$ cat config.mk
export PLATFORM = sky130hd
export DESIGN_NAME = l15_req_arbiter
export DESIGN_NICKNAME = d
export VERILOG_FILES = /design/src/rtl/drac_pkg.sv /design/src/rtl/rr_find_first.sv /design/src/rtl/l15_req_arbiter.sv
export SDC_FILE = /design/constraint.sdc
export NUM_CORES = 1
export LEC_CHECK = 0
export ABC_AREA = 1
export CAP_MARGIN = 20
export CORE_AREA = 2 2 306 308
export CTS_BUF_LIST = sky130_fd_sc_hd__clkbuf_16
export CTS_CLUSTER_SIZE = 25
export DETAILED_ROUTE_END_ITERATION = 8
export DIE_AREA = 0 0 308 310
export HOLD_SLACK_MARGIN = 0.05
export PLACE_DENSITY = 0.43
export SLEW_MARGIN = 15
export SYNTH_ARGS = -nofsm -noshare
export SYNTH_HDL_FRONTEND = slang
export SYNTH_SLANG_ARGS = --single-unit
$ cat constraint.sdc
create_clock -name clk_i -period 4.54 [get_ports clk_i]
set_clock_uncertainty 0.15 [all_clocks]
set_input_delay 0.908 -clock clk_i [delete_from_list [all_inputs] [get_ports clk_i]]
set_output_delay 0.908 -clock clk_i [all_outputs]
set_load 0.02 [all_outputs]
$ cat src/rtl/drac_pkg.sv
// Shared definitions for the L1.5 request path: arbiter FSM states and the
// default requester port indices.
package drac_pkg;

   typedef enum logic [0:0] {
      L15_IDLE = 1'b0,
      L15_SEND = 1'b1
   } l15_arb_state_e;

   localparam int unsigned ICACHE = 0;
   localparam int unsigned DMISS  = 1;
   localparam int unsigned WBUF   = 2;
   localparam int unsigned UCRD   = 3;
   localparam int unsigned UCWR   = 4;

endpackage

$ cat src/rtl/rr_find_first.sv
// Round-robin search: first set bit of req at or after ptr, wrapping N-1 -> 0.
module rr_find_first #(
   parameter int N = 5,
   parameter int W = 3
) (
   input  logic [N-1:0] req,
   input  logic [W-1:0] ptr,
   output logic         found,
   output logic [W-1:0] idx
);

   // Scan from the farthest offset back to the pointer so the nearest hit wins
   always_comb begin
      int j;
      j     = 0;
      found = 1'b0;
      idx   = {W{1'b0}};
      for (int i = N - 1; i >= 0; i--) begin
         j = (int'(ptr) + i) % N;
         if (req[W'(j)]) begin
            found = 1'b1;
            idx   = W'(j);
         end else begin
            found = found;
            idx   = idx;
         end
      end
   end

endmodule

$ cat src/rtl/l15_req_arbiter.sv
// Round-robin arbiter from the L1 requesters to the L1.5, with per-port
// outstanding-request limits and a sticky protocol-error flag.
module l15_req_arbiter
   import drac_pkg::*;
#(
   parameter int NPorts         = 5,
   parameter int ReqWidth       = 128,
   parameter int MaxOutstanding = 2
) (
   input  logic                                    clk_i,
   input  logic                                    reset_l,
   input  logic [NPorts-1:0]                       req_valid_i,
   output logic [NPorts-1:0]                       req_ready_o,
   input  logic [NPorts*ReqWidth-1:0]              req_data_i,
   output logic                                    l15_val_o,
   output logic [ReqWidth-1:0]                     l15_data_o,
   output logic [((NPorts > 1) ? $clog2(NPorts) : 1)-1:0] l15_portid_o,
   input  logic                                    l15_header_ack_i,
   input  logic                                    rtrn_val_i,
   input  logic [((NPorts > 1) ? $clog2(NPorts) : 1)-1:0] rtrn_portid_i,
   output logic                                    err_o
);

   localparam int PW = (NPorts > 1) ? $clog2(NPorts) : 1;
   localparam int CW = $clog2(MaxOutstanding + 1);

   l15_arb_state_e    state_r;
   l15_arb_state_e    state_next_s;
   logic [PW-1:0]     rr_ptr_r;
   logic [CW-1:0]     cnt_r [NPorts];
   logic [NPorts-1:0] eligible_s;
   logic              found_s;
   logic [PW-1:0]     win_idx_s;
   logic              grant_s;
   logic              ack_s;
   logic [ReqWidth-1:0] sel_data_s;
   logic [NPorts-1:0] inc_s;
   logic [NPorts-1:0] dec_s;
   logic [NPorts-1:0] underflow_s;
   logic              err_set_s;

   function automatic logic [PW-1:0] wrap_inc(input logic [PW-1:0] p);
      if (int'(p) == NPorts - 1) begin
         return {PW{1'b0}};
      end else begin
         return p + PW'(1);
      end
   endfunction

   rr_find_first #(.N(NPorts), .W(PW)) u_rr_find_first (
      .req   (eligible_s),
      .ptr   (rr_ptr_r),
      .found (found_s),
      .idx   (win_idx_s)
   );

   // Eligibility, payload select and per-port counter/error events
   always_comb begin
      eligible_s  = '0;
      sel_data_s  = '0;
      inc_s       = '0;
      dec_s       = '0;
      underflow_s = '0;
      ack_s       = (state_r == L15_SEND) && l15_header_ack_i;
      grant_s     = (state_r == L15_IDLE) && found_s;
      for (int p = 0; p < NPorts; p++) begin
         eligible_s[p]  = req_valid_i[p] && (cnt_r[p] < CW'(MaxOutstanding));
         inc_s[p]       = ack_s && (l15_portid_o == PW'(p));
         dec_s[p]       = rtrn_val_i && (rtrn_portid_i == PW'(p));
         underflow_s[p] = dec_s[p] && !inc_s[p] && (cnt_r[p] == {CW{1'b0}});
         if (win_idx_s == PW'(p)) begin
            sel_data_s = req_data_i[p*ReqWidth +: ReqWidth];
         end else begin
            sel_data_s = sel_data_s;
         end
      end
      err_set_s = ((state_r == L15_IDLE) && l15_header_ack_i)
                | (rtrn_val_i && (int'(rtrn_portid_i) >= NPorts))
                | (|underflow_s);
   end

   // FSM state register
   always_ff @(posedge clk_i or negedge reset_l) begin
      if (!reset_l) begin
         state_r <= L15_IDLE;
      end else begin
         state_r <= state_next_s;
      end
   end

   // FSM next-state logic
   always_comb begin
      state_next_s = state_r;
      case (state_r)
         L15_IDLE: begin
            if (grant_s) begin
               state_next_s = L15_SEND;
            end else begin
               state_next_s = L15_IDLE;
            end
         end
         L15_SEND: begin
            if (ack_s) begin
               state_next_s = L15_IDLE;
            end else begin
               state_next_s = L15_SEND;
            end
         end
         default: state_next_s = L15_IDLE;
      endcase
   end

   // FSM outputs; accept is held off while reset is asserted
   always_comb begin
      l15_val_o   = (state_r == L15_SEND);
      req_ready_o = '0;
      for (int p = 0; p < NPorts; p++) begin
         if (reset_l && grant_s && (win_idx_s == PW'(p))) begin
            req_ready_o[p] = 1'b1;
         end else begin
            req_ready_o[p] = 1'b0;
         end
      end
   end

   // Request capture and round-robin pointer
   always_ff @(posedge clk_i or negedge reset_l) begin
      if (!reset_l) begin
         l15_data_o   <= '0;
         l15_portid_o <= '0;
         rr_ptr_r     <= '0;
      end else begin
         if (grant_s) begin
            l15_data_o   <= sel_data_s;
            l15_portid_o <= win_idx_s;
         end
         if (ack_s) begin
            rr_ptr_r <= wrap_inc(l15_portid_o);
         end
      end
   end

   // Outstanding counters: a simultaneous ack and return on one port cancel out
   always_ff @(posedge clk_i or negedge reset_l) begin
      if (!reset_l) begin
         for (int p = 0; p < NPorts; p++) begin
            cnt_r[p] <= '0;
         end
      end else begin
         for (int p = 0; p < NPorts; p++) begin
            if (inc_s[p] && !dec_s[p]) begin
               if (cnt_r[p] < CW'(MaxOutstanding)) begin
                  cnt_r[p] <= cnt_r[p] + CW'(1);
               end
            end else if (dec_s[p] && !inc_s[p]) begin
               if (cnt_r[p] != {CW{1'b0}}) begin
                  cnt_r[p] <= cnt_r[p] - CW'(1);
               end
            end
         end
      end
   end

   // Sticky protocol error
   always_ff @(posedge clk_i or negedge reset_l) begin
      if (!reset_l) begin
         err_o <= 1'b0;
      end else begin
         err_o <= err_o | err_set_s;
      end
   end

endmodule
==> out/summary.txt <==
===============================================================================
Run status                                                         finished with violations
Violated checks                                                    setup timing
Setup crit start                                                    rr_ptr_r[1]
Highest fanout seen on the critical path                                      5
Die Y                                                                    310 um
Number of nets in the final layout                                        4,106
First-pass GRT wire length                                           110,300 um
Wire length after detailed routing                                    91,530 um
Crit start category                                                    register
Width of the die                                                         308 um
Detail Route Antenna Nets                                                     0
Tcrit/Tclk final                                                         106.9%
Layout overhead on the synthesized area                                  88.16%
Number of enable flip-flop cells after synthesis                              0
Number of cells produced by synthesis                                     2,556
Leading cell types in the layout, fill and taps excluded           nand2_1, clkdlybuf4s50_1, inv_1
Fill cells                                                               10,400
Via density per instance                                                  3.991
Number of unique standard cell types used by synthesis                       35
Worst Setup End Kind                                                 output pin
Worst stage delay on the critical path                                  0.45 ns
Average wire per cell in the routed design                             19.79 um
Tot GR Track Use                                                         15.63%
Synth Warn #                                                                  0
Layout cells sized above 1                                               11.06%
CP required                                                             3.48 ns
Count of maximum capacitance violations                                       0
DRC marker count from the first detailed-route iteration                  1,241
Final hold viol count                                                         0
Mean instance size in the synthesized netlist                        5.488 um^2
Via Count                                                                18,460
Ports                                                                       790
Area of the core                                                    92,490 um^2
Maximum operating frequency                                           206.0 MHz
Post-DP HPWL                                                          61,460 um
Gpl congestion                                                           0.8448
Number of rows created at floorplan                                         112
Pin count of the biggest net entering global routing                        142
Flop-to-flop setup slack                                                0.10 ns
Relative slew slack                                                      40.93%
End of the critical path                                           req_ready_o[1]
Measured slew at the worst slew-check pin                             0.8860 ns
Count of TritonRoute iterations in the first routing pass                     8
Commonest non-fill, non-tap cell in the layout                          nand2_1
CTS H-tree depth                                                              4
Critical path data arrival time                                         3.80 ns
Clock tree from TritonCTS                                                  done
Flops & latches, synth                                                      146
Clock insertion delay at the later pin of the skew report               0.49 ns
Via count of the first global-routing pass                               17,220
Fraction of registers with async set/reset                               100.0%
Post-Route Utilization                                                   28.54%
Effective utilization at floorplan                                       15.17%
Number of clock sinks                                                       146
Root buffer cell                                                      clkbuf_16
Drt drc                                                                       0
R2r endpoint                                                       l15_data_o[88]
Number of cells on the worst reg-to-reg path                                 35
Mapped cell area                                                    14,030 um^2
Final-report max-slew violation count                                         0
Cell type with the highest occurrence count on the critical path        nand2_1
Sequential cell area fraction in the yosys report                        26.05%
Finish-stage setup viols                                                      5
Port Buffer Count                                                           789
Hold WC Path Type                                                  register to register
Maximum root-to-sink buffer count                                             2
WS Path Type                                                       register to output pin
Die area                                                            95,480 um^2
Setup repair after global routing missed its margin                         yes
Gr ovfl total                                                                 0
Net count of the mapped netlist                                           3,245
Post-layout min period                                                 4.854 ns
Initial antenna violation count                                               3
Number of CTS-inserted buffers                                               17
Startpoint of the worst register-to-register path                   rr_ptr_r[1]
Top_reg_cell synth                                                      dfrtp_1
Worst hold-check slack                                                0.3136 ns
Critical-path top delay cell                                            dfrtp_2
Worst-path clk slew                                                     0.07 ns
Final setup slack of the worst path                                  -0.3143 ns
===============================================================================
==> registers in the layout, summed over array words and instances, names as in the netlist <==
register,flops
l15_val_o,1
cnt_r,10
err_o,1
rr_ptr_r,3
l15_portid_o,3
l15_data_o,128
==> worst max-delay path, delay by kind of cell, from the launching register on <==
kind | cells | cell delay [ns]
flip-flops | 1 | 0.45
AND/OR/NAND/NOR | 16 | 1.30
XOR/XNOR | 1 | 0.16
AO/OA/AOI/OAI | 1 | 0.14
buffers and inverters | 5 | 0.52
adder cells (fa/ha/maj) | 3 | 0.74
==> cells in the mapped netlist, drive strengths merged, types with 3 or more instances <==
| library cell | instances | area, um^2 |
|---|---|---|
| nor2 | 278 | 1049 |
| xor2 | 4 | 35.03 |
| nand3 | 56 | 295.3 |
| xnor2 | 3 | 26.28 |
| o21a | 3 | 22.52 |
| a21oi | 11 | 55.05 |
| nand3b | 4 | 30.03 |
| nor3 | 6 | 30.03 |
| nand2 | 1123 | 4240 |
| inv | 395 | 1483 |
| o21ai | 153 | 765.7 |
| clkinv | 46 | 172.7 |
| o21bai | 7 | 52.55 |
| ha | 36 | 450.4 |
| nand4 | 134 | 838.3 |
| dfrtp | 146 | 3654 |
| clkbuf | 50 | 187.7 |
| buf | 92 | 550.5 |
==> per-stage QoR <==
step / instances / area, um^2 / setup TNS [ns] / setup WS, ns
3_3_place_gp: 4526 / 24040 / -1.784 / -0.3380
2_1_floorplan: 2556 / 14130 / 0 / 0.003178
5_1_grt: 4625 / 26390 / -13.28 / -0.5805
6_report: 4626 / 26390 / -1.394 / -0.3143
3_5_place_dp: 4526 / 24040 / -2.872 / -0.3883
4_1_cts: 4569 / 24820 / -1.567 / -0.3541
==> metal layers <==
metal  GRT usage (%)  vias up  share of wire (%)
met5               0        -              0.017
met3           4.509       91                6.8
li1                -     9400                  -
met2           27.04      614                 49
met1           18.71     8356                 42
met4           4.583        2                2.4
==> cell type report <==
cell class | instances | area [um^2] | share of cell area (%)
clock inverters | 13 | 185.2 | 0.7016
multi-input cells | 1827 | 8534 | 32.33
inverters | 441 | 1670 | 6.328
diodes | 1 | 2.502 | 0.009481
clock buffers | 17 | 425.4 | 1.612
flip-flops and latches | 146 | 3657 | 13.86
well taps | 1197 | 1498 | 5.674
repair buffers | 984 | 10420 | 39.48
==> kinds of logic after synthesis <==
kind of cell / share of synthesized area (%)
AND/OR/NAND/NOR: 46.26
buffers and inverters: 17.06
AO/OA/AOI/OAI: 6.842
flip-flops: 26.05
adder cells (fa/ha/maj): 3.354
XOR/XNOR: 0.4371
==> worst min-delay path by stage <==
stage / startpoint / end / slack (ns) / depth (start not counted)
detailed placement: cnt_r[8] / cnt_r[8] / 0.31 / 1
floorplan: cnt_r[8] / cnt_r[8] / 0.29 / 1
CTS: cnt_r[8] / cnt_r[8] / 0.32 / 1
finish: cnt_r[8] / cnt_r[8] / 0.31 / 1
global route: l15_data_o[16] / l15_data_o[16] / 0.34 / 2
global placement: cnt_r[8] / cnt_r[8] / 0.31 / 1
==> what timing repair did <==
action	4_1_cts	5_1_grt
pin swaps	6	35
cloned	0	32
hold buffers	1	0
hold endpoints to repair	4	0
setup endpoints to repair	77	135
setup buffers	12	26
resized for setup	46	173
Power is left out: the tool's default activity adds up to more than one toggle a clock period on the data nets, which glitch-free logic cannot reach.
